==> src/rtl/jtag_shift_engine.sv <==
// JTAG probe engine: shifts up to MAX_BITS TMS/TDI bits per command with a programmable
// TCK divider and returns the TDO bits captured during the shift.
module jtag_shift_engine #(
  parameter int MAX_BITS = 32,
  parameter int DIV_W    = 8,
  parameter int LEN_W    = $clog2(MAX_BITS + 1)
) (
  input  logic                clk,
  input  logic                rst,
  input  logic [DIV_W-1:0]    cfg_div,
  input  logic                cmd_valid,
  output logic                cmd_ready,
  input  logic [LEN_W-1:0]    cmd_len,
  input  logic                cmd_trst,
  input  logic [MAX_BITS-1:0] cmd_tms,
  input  logic [MAX_BITS-1:0] cmd_tdi,
  output logic                rsp_valid,
  input  logic                rsp_ready,
  output logic [MAX_BITS-1:0] rsp_tdo,
  output logic                busy,
  output logic                tck,
  output logic                tms,
  output logic                tdi,
  output logic                trstn,
  input  logic                tdo
);

  typedef enum logic [1:0] {IDLE, LOW, HIGH, DONE} state_e;

  state_e              state_q;
  logic                cmd_ready_q;
  logic                rsp_valid_q;
  logic [MAX_BITS-1:0] rsp_tdo_q;
  logic                tck_q, tms_q, tdi_q, trstn_q;
  logic [DIV_W-1:0]    div_q, cnt_q;
  logic [LEN_W-1:0]    len_q, idx_q;
  logic                trst_q;
  logic [MAX_BITS-1:0] tms_sh_q, tdi_sh_q, shadow_q, mask_q;

  logic [LEN_W-1:0]    len_d;
  logic [LEN_W-1:0]    idx_d;
  logic                half_done_d;

  always_comb begin
    len_d       = (cmd_len > LEN_W'(MAX_BITS)) ? LEN_W'(MAX_BITS) : cmd_len;
    idx_d       = idx_q + LEN_W'(1);
    half_done_d = (cnt_q == div_q);
  end

  // NOTE: every register here is state, so all updates use non-blocking assignments.
  always_ff @(posedge clk) begin
    if (rst) begin
      state_q     <= IDLE;
      cmd_ready_q <= 1'b0;
      rsp_valid_q <= 1'b0;
      rsp_tdo_q   <= '0;
      tck_q       <= 1'b0;
      tms_q       <= 1'b1;
      tdi_q       <= 1'b0;
      trstn_q     <= 1'b1;
      div_q       <= '0;
      cnt_q       <= '0;
      len_q       <= '0;
      idx_q       <= '0;
      trst_q      <= 1'b0;
      tms_sh_q    <= '0;
      tdi_sh_q    <= '0;
      shadow_q    <= '0;
      mask_q      <= '0;
    end else begin
      case (state_q)
        IDLE: begin
          if (cmd_valid && cmd_ready_q) begin
            cmd_ready_q <= 1'b0;
            div_q       <= cfg_div;
            len_q       <= len_d;
            idx_q       <= '0;
            cnt_q       <= '0;
            trst_q      <= cmd_trst;
            tms_sh_q    <= cmd_tms >> 1;
            tdi_sh_q    <= cmd_tdi >> 1;
            shadow_q    <= '0;
            mask_q      <= MAX_BITS'(1);
            if (len_d == '0) begin
              state_q <= DONE;
            end else begin
              state_q <= LOW;
              tms_q   <= cmd_trst ? 1'b1 : cmd_tms[0];
              tdi_q   <= cmd_trst ? 1'b0 : cmd_tdi[0];
              trstn_q <= ~cmd_trst;
            end
          end else begin
            cmd_ready_q <= 1'b1;
          end
        end
        LOW: begin
          if (half_done_d) begin
            cnt_q   <= '0;
            tck_q   <= 1'b1;
            state_q <= HIGH;
          end else begin
            cnt_q <= cnt_q + DIV_W'(1);
          end
        end
        HIGH: begin
          if (half_done_d) begin
            cnt_q  <= '0;
            tck_q  <= 1'b0;
            idx_q  <= idx_d;
            mask_q <= mask_q << 1;
            // TDO is taken at the falling edge, i.e. while it still reflects this bit.
            if (!trst_q && tdo) shadow_q <= shadow_q | mask_q;
            if (idx_d == len_q) begin
              state_q <= DONE;
              trstn_q <= 1'b1;
            end else begin
              state_q  <= LOW;
              tms_q    <= trst_q ? 1'b1 : tms_sh_q[0];
              tdi_q    <= trst_q ? 1'b0 : tdi_sh_q[0];
              tms_sh_q <= tms_sh_q >> 1;
              tdi_sh_q <= tdi_sh_q >> 1;
            end
          end else begin
            cnt_q <= cnt_q + DIV_W'(1);
          end
        end
        DONE: begin
          if (!rsp_valid_q) begin
            rsp_valid_q <= 1'b1;
            rsp_tdo_q   <= shadow_q;
          end else if (rsp_ready) begin
            rsp_valid_q <= 1'b0;
            cmd_ready_q <= 1'b1;
            state_q     <= IDLE;
          end
        end
        default: state_q <= IDLE;
      endcase
    end
  end

  assign cmd_ready = cmd_ready_q;
  assign rsp_valid = rsp_valid_q;
  assign rsp_tdo   = rsp_tdo_q;
  assign busy      = (state_q != IDLE);
  assign tck       = tck_q;
  assign tms       = tms_q;
  assign tdi       = tdi_q;
  assign trstn     = trstn_q;

endmodule

==> config.mk <==
export PLATFORM = sky130hd
export DESIGN_NAME = jtag_shift_engine
export DESIGN_NICKNAME = d
export VERILOG_FILES = /design/src/rtl/jtag_shift_engine.sv
export SDC_FILE = /design/constraint.sdc
export NUM_CORES = 1
export LEC_CHECK = 0
export BUFFER_PORTS_ARGS = -buffer_cell sky130_fd_sc_hd__buf_2
export CAP_MARGIN = 10
export CORE_MARGIN = 5
export CORE_UTILIZATION = 55
export DETAILED_ROUTE_END_ITERATION = 8
export PLACE_DENSITY = 0.85
export REMOVE_ABC_BUFFERS = 1
export SLEW_MARGIN = 20
export SYNTH_ARGS = -nofsm -noshare
export SYNTH_HDL_FRONTEND = slang
export SYNTH_SLANG_ARGS = --single-unit
export TNS_END_PERCENT = 50
==> constraint.sdc <==
create_clock -name clk -period 6.2 [get_ports clk]
set_input_delay 0.62 -clock clk [delete_from_list [all_inputs] [get_ports clk]]
set_output_delay 0.62 -clock clk [all_outputs]
set_load 0.05 [all_outputs]
# Word-level counts from Yosys, hierarchy flattened
# Index checks and enable logic that the tools add are counted.
word_totals:
  regBits: 197
  latchBits: 0
  ram_bits: 0
  rom_bits: 0
  out_inout_bits: 39
  word_cells: 117
  n_memories: 0
op_classes:
  n_addsub: 2
  n_mul: 0
  div_mod_pow: 0
  n_lt_le_gt_ge: 1
  eq_ne: 14
  n_shift: 0
  n_mux: 58
  bitwise: 3
  reduce_logical: 22
op_table:
  columns: ["op", "n"]
  rows:
  - ["two-way mux 32 bit", 11]
  - ["case mux 32 bit (2 select lines)", 4]
  - ["bitwise OR 32 bit", 1]
  - ["two-way mux 1 bit", 23]
  - ["two-way mux 6 bit", 3]
  - ["inequality test 2 bit (second input constant)", 9]
  - ["two-way mux 8 bit", 2]
  - ["case mux 8 bit (2 select lines)", 1]
  - ["AND reduction 5 bit", 3]
  - ["two-way mux 2 bit", 7]
  - ["case mux 6 bit (2 select lines)", 1]
  - ["case mux 1 bit (2 select lines)", 5]
  - ["nonzero test 2 bit", 5]
  - ["AND reduction 3 bit", 3]
  - ["adder 8 x 1 -> 8 bit (second input constant)", 1]
  - ["== test 8 bit", 1]
  - ["case mux 2 bit (4 select lines)", 1]
  - ["AND reduction 4 bit", 2]
  - ["adder 6 x 1 -> 6 bit (second input constant)", 1]
  - ["== test 6 bit", 1]
  - ["> comparator 6 bit (second input constant)", 1]
  - ["zero test 6 bit", 1]
  - ["AND reduction 2 bit", 3]
  - ["== test 2 bit (second input constant)", 2]
  - ["6 further kinds", 8]

# Depth between registers and ports, before layout
logic_depth:
  word_depth: 6
  ltp_mapped: 10
  depth_no_buf: 8

# Least setup slack after synthesis
# OpenSTA, ideal clock, no wires.
synth_path:
  kind: "reg-to-reg"
  startpoint: "register state_q[0]"
  endpoint: "register mask_q[27]"
  arrival_ns: 2.121
  t_required_ns: 6.072
  slack_ns: 3.951
  stages_incl_launch_ff: 10
  synth_period_minus_slack_ns: 2.249
  cell_sequence: "dfxtp_1 inv_1 ha_1 clkbuf_1 inv_1 a21oi_1 a21oi_2 buf_4 mux2i_1 nor2_1"
synth_between:
  elab_chain_len: 3
  word_cells_on_any_way: 7
synth_rtl:
  columns: ["item", "line_no", "source"]
  rows:
  - ["start, declared", "30", "state_e state_q;"]
  - ["start signal, assigned", "53", "state_q <= IDLE;"]
  - ["start signal, assigned", "85", "state_q <= DONE;"]
  - ["start signal, assigned", "87", "state_q <= LOW;"]
  - ["== test 2 bit / zero test 2 bit (equally long branches)", "71", "case (state_q)"]
  - ["inequality test 2 bit (no line) / nonzero test 2 bit (equally long branches)", null, null]
  - ["AND reduction 3 bit (no line)", null, null]
  - ["end signal, assigned", "110", "mask_q <= mask_q << 1;"]
  - ["end, declared", "38", "logic [MAX_BITS-1:0] tms_sh_q, tdi_sh_q, shadow_q, mask_q;"]
# Parallel ways exist; a longest one is shown, timed or not.
# A chain may end at the register's enable or synchronous reset.

# Final worst setup path
layout_path:
  startpoint: "register idx_q[0]"
  endpoint: "register tdi_sh_q[13]"
layout_between:
  elab_chain_len: 4
layout_rtl:
  columns: ["item", "line_no", "source"]
  rows:
  - ["start, declared", "36", "logic [LEN_W-1:0] len_q, idx_q;"]
  - ["start signal, assigned", "109", "idx_q <= idx_d;"]
  - ["adder 6 x 1 -> 6 bit", "46", "idx_d = idx_q + LEN_W'(1);"]
  - ["== test 6 bit", "113", "if (idx_d == len_q) begin"]
  - ["inequality test 2 bit (no line)", null, null]
  - ["AND reduction 4 bit (no line)", null, null]
  - ["end signal, assigned", "81", "tdi_sh_q <= cmd_tdi >> 1;"]
  - ["end signal, assigned", "121", "tdi_sh_q <= tdi_sh_q >> 1;"]
  - ["end, declared", "38", null]
# Every way passes these cells.

==> metrics.log <==
[metrics] commonest register cell after synthesis: sky130_fd_sc_hd__dfxtp_1
[metrics] number of failing setup endpoints in the final timing report: 0
[metrics] initial cell density of the core: 55.5%
[metrics] Async SR Flop Fraction: 0%
[metrics] number of instances in the synthesized netlist: approximately 870
[metrics] clock input transition at the sequential cells of the worst setup and hold paths: ~0.08 ns
[metrics] register area share after synthesis: between 40% and 50%
[metrics] critical path capture point type: flip-flop
[metrics] number of buffers inserted during clock tree synthesis: 17
[metrics] kind of start point of the critical path: flip-flop
[metrics] hold_buf cts: 0
[metrics] IO buf count: 122
[metrics] combinational family with the most area after synthesis: compound AO/OA/AOI/OAI gates
[metrics] Vias/cell: ~5.5
[metrics] Post-Synth XOR/XNOR Area: roughly 2.2%
[metrics] R2R depth: 8
[metrics] compound-gate portion of the synthesized area: approximately a fifth
[metrics] die footprint: ~18000 um2
[metrics] number of slew-limit violations in the final report: 0
[metrics] critical path startpoint: idx_q[0]
[metrics] simple-gate portion of the synthesized area: between 10% and 20%
[metrics] post-synth cell types: 47
[metrics] Tcrit/Tclk final: 53.3%
[metrics] power consumption: approximately 4.3 mW
[metrics] Worst Max-Slew Pin Slew: ~0.95 ns
[metrics] final WL: about 17000 um
[metrics] area of the core: 15100 um2
[metrics] clock tree buffer depth: 2
[metrics] dpl hpwl: between 10000 and 15000 um
[metrics] first-pass iteration count of the detailed router: 4
[metrics] arrival time at the worst endpoint: 3.66 ns
[metrics] worst-case clock skew: between 0.008 and 0.009 ns
[metrics] maximum number of pins on one net before global-route repair: 90
[metrics] outcome: completed
[metrics] worst reg2reg startpoint: idx_q[0]
[metrics] average size of a mapped cell: 9.60 um2
[metrics] number of max-capacitance violations reported: 0
[metrics] Total Nets Final: around 1000
[metrics] root buffer cell: sky130_fd_sc_hd__clkbuf_16
[metrics] post-synthesis share of cell area spent on full adders, half adders and majority gates: under 10%
[metrics] number of enable flip-flop cells after synthesis: 0
[metrics] fraction of synthesized area in multiplexers: a little over a tenth
[metrics] number of global-route vias before repair: 6122
[metrics] total standard cell area after synthesis: 8380 um2
[metrics] area growth from synthesis to layout: 15.8%
[metrics] CP Capture Point: tdi_sh_q[13]
[metrics] final hold slack: roughly 0.43 ns
[metrics] Clock Sinks: just under 200
[metrics] Tightest Hold Check Type: in -> reg
[metrics] count of vias placed by the detailed router: ~6400
[metrics] residual DRC count: 0
[metrics] count of routing violations after the opening detailed-route iteration: just under 400
[metrics] Final Hold Fails: 0
[metrics] Resize count post-CTS: 0
[metrics] clock latency reported for the late side of the worst-skew pair: about 0.43 ns
[metrics] first-pass GRT wire length: just under 30000 um
[metrics] row count: 45
[metrics] worst reg2reg endpoint: tdi_sh_q[13]
[metrics] r2r setup slk: ~2.9 ns
[metrics] die width: approximately 130 um
[metrics] share of layout cells above drive strength 1: about a quarter
[metrics] leakage power figure: 3.72 nW
[metrics] classification of the worst setup path: reg -> reg
[metrics] I/O pin cnt: 123
[metrics] maximum level of the CTS H-tree: 4
[metrics] diode count: 0
[metrics] Final Wtd Congestion: ~0.85
[metrics] worst-case headroom to the max-slew limit: 36.4%
[metrics] synthesized flop and latch total: about 200
[metrics] grt ovf: 0
[metrics] CTS tree: done
[metrics] power per cell area: 443 nW/um2
[metrics] warnings from Yosys: 0
[metrics] worst-path maximum fanout: 66
[metrics] Post-DRT Antenna Nets: 0
[metrics] highest attainable clock frequency: 0.302 GHz
[metrics] setup repair bufs after CTS: 0
[metrics] routed len/inst: 14.9 um
[metrics] number of antenna violations at the first check in global routing: 1
[metrics] Req. time, crit path: about 6.6 ns
[metrics] Tot GR Track Use: between 10% and 20%
[metrics] clock period minus worst slack: 3.31 ns
[metrics] setup repair after global routing missed its margin: false
[metrics] maximum VDD drop: 0.276 mV
[metrics] Chip Height: roughly 130 um
-- where the power goes --
part / internal (mW) / switching (mW) / total (mW)
registers: 1.42 / 0.0972 / 1.52
clock network: 0.740 / 0.517 / 1.26
logic: 0.561 / 0.965 / 1.53
-- routing by layer --
metal	GRT usage [%]	routed length, um	up-vias
li1	-	-	3210
met2	30.7	8050	140
met5	0	13	-
met4	6.11	183	2
met3	5.89	992	17
met1	25.5	8000	2992
-- metrics by stage --
stage / instance area, um2 / util (%) / setup WS (ns) / instances / setup TNS (ns)
after global placement: 9010 / 59.7 / 3.04 / 1126 / 0
after detailed placement: 9010 / 59.7 / 2.93 / 1126 / 0
after global routing: 9700 / 64.3 / 2.61 / 1158 / 0
after CTS: 9700 / 64.3 / 2.91 / 1158 / 0
after floorplan: 8070 / - / -0.744 / 809 / -47.74
final: 9700 / 64.3 / 2.89 / 1158 / 0
-- cell families after synthesis --
group,count (synthesis)
AO/OA/AOI/OAI,194
XOR/XNOR,21
adder cells (fa/ha/maj),7
buffers and inverters,73
flip-flops,195
multiplexers,92
AND/OR/NAND/NOR,291
-- state kept, by name (all words and copies together), names as in the netlist --
signal,cells
len_q,6
cmd_ready,1
trstn,1
tms_sh_q,31
state_q,2
shadow_q,32
tdi_sh_q,31
mask_q,32
div_q,8
rsp_tdo,32
tck,1
tdi,1
trst_q,1
cnt_q,8
rsp_valid,1
tms,1
idx_q,6
-- area by class of cell --
cell class,count,area [um2]
multi-input cells,605,4170
repair buffers,129,669
fillers,1195,5390
inverters,9,33.8
flip-flops and latches,195,3900
clock buffers,17,425
well taps,188,235
clock inverters,15,260
-- worst max-delay path, stage by stage (launching register included) --
cell and delay [ns]:
sky130_fd_sc_hd__dfxtp_1 0.41, sky130_fd_sc_hd__ha_1 0.30, sky130_fd_sc_hd__xor2_1 0.18, sky130_fd_sc_hd__o211ai_1 0.09, sky130_fd_sc_hd__o21ai_0 0.37, sky130_fd_sc_hd__o311a_4 0.74
sky130_fd_sc_hd__buf_4 0.74, sky130_fd_sc_hd__nor2_1 0.14, sky130_fd_sc_hd__a211oi_2 0.21
-- cell usage after synthesis, types with 4 or more instances --
cell,number,area share [%]
sky130_fd_sc_hd__a211oi_1,4,0.36
sky130_fd_sc_hd__a21oi_1,63,3.8
sky130_fd_sc_hd__mux2i_1,92,11
sky130_fd_sc_hd__a211oi_2,60,9.0
sky130_fd_sc_hd__inv_1,9,0.40
sky130_fd_sc_hd__buf_2,7,0.42
sky130_fd_sc_hd__and2_1,33,2.5
sky130_fd_sc_hd__a22o_1,32,3.3
sky130_fd_sc_hd__xnor2_1,5,0.52
sky130_fd_sc_hd__nand3b_1,6,0.54
sky130_fd_sc_hd__nand3_1,11,0.66
sky130_fd_sc_hd__and3_1,4,0.30
sky130_fd_sc_hd__dfxtp_1,195,47
sky130_fd_sc_hd__clkbuf_1,44,2.0
sky130_fd_sc_hd__ha_1,7,1.0
sky130_fd_sc_hd__nor2_1,107,4.8
sky130_fd_sc_hd__nand4_1,4,0.30
sky130_fd_sc_hd__buf_6,7,0.94
sky130_fd_sc_hd__nand2_1,102,4.6
sky130_fd_sc_hd__nor3_1,4,0.24
sky130_fd_sc_hd__o21ai_0,17,1.0
sky130_fd_sc_hd__a31oi_1,4,0.30
sky130_fd_sc_hd__xor2_1,16,1.7
-- how the worst min path moves through the flow --
| stage | from | slack (ns) | depth (start not counted) | to |
|---|---|---|---|---|
| after floorplan | shadow_q[0] | 0.43 | 2 | rsp_tdo[0] |
| after CTS | cfg_div[3] | 0.41 | 3 | div_q[3] |
| after detailed placement | shadow_q[17] | 0.44 | 2 | rsp_tdo[17] |
| after global routing | cfg_div[3] | 0.44 | 3 | div_q[3] |
| final | cfg_div[3] | 0.43 | 3 | div_q[3] |
| after global placement | rsp_tdo[2] | 0.44 | 2 | rsp_tdo[2] |
-- cell usage in the layout (no fill, tap or decap), types with 5 or more instances in the layout --
cell type                   Yosys  final
sky130_fd_sc_hd__mux2i_1       92     92
sky130_fd_sc_hd__xnor2_1        5      5
sky130_fd_sc_hd__nor2_1       107    106
sky130_fd_sc_hd__inv_1          9      9
sky130_fd_sc_hd__o21ai_0       17     17
sky130_fd_sc_hd__bufinv_16      0      5
sky130_fd_sc_hd__clkbuf_16      0     17
sky130_fd_sc_hd__xor2_1        16     16
sky130_fd_sc_hd__and2_1        33     33
sky130_fd_sc_hd__buf_2          7    121
sky130_fd_sc_hd__nand3_1       11     11
sky130_fd_sc_hd__nand2_1      102    102
sky130_fd_sc_hd__a21oi_1       63     62
sky130_fd_sc_hd__a22o_1        32     32
sky130_fd_sc_hd__a211oi_2      60     60
sky130_fd_sc_hd__buf_4          3      7
sky130_fd_sc_hd__ha_1           7      6
sky130_fd_sc_hd__nand3b_1       6      6
sky130_fd_sc_hd__inv_8          0      6
sky130_fd_sc_hd__dfxtp_1      195    195
No activity file was read; power rests on OpenSTA's default activity.
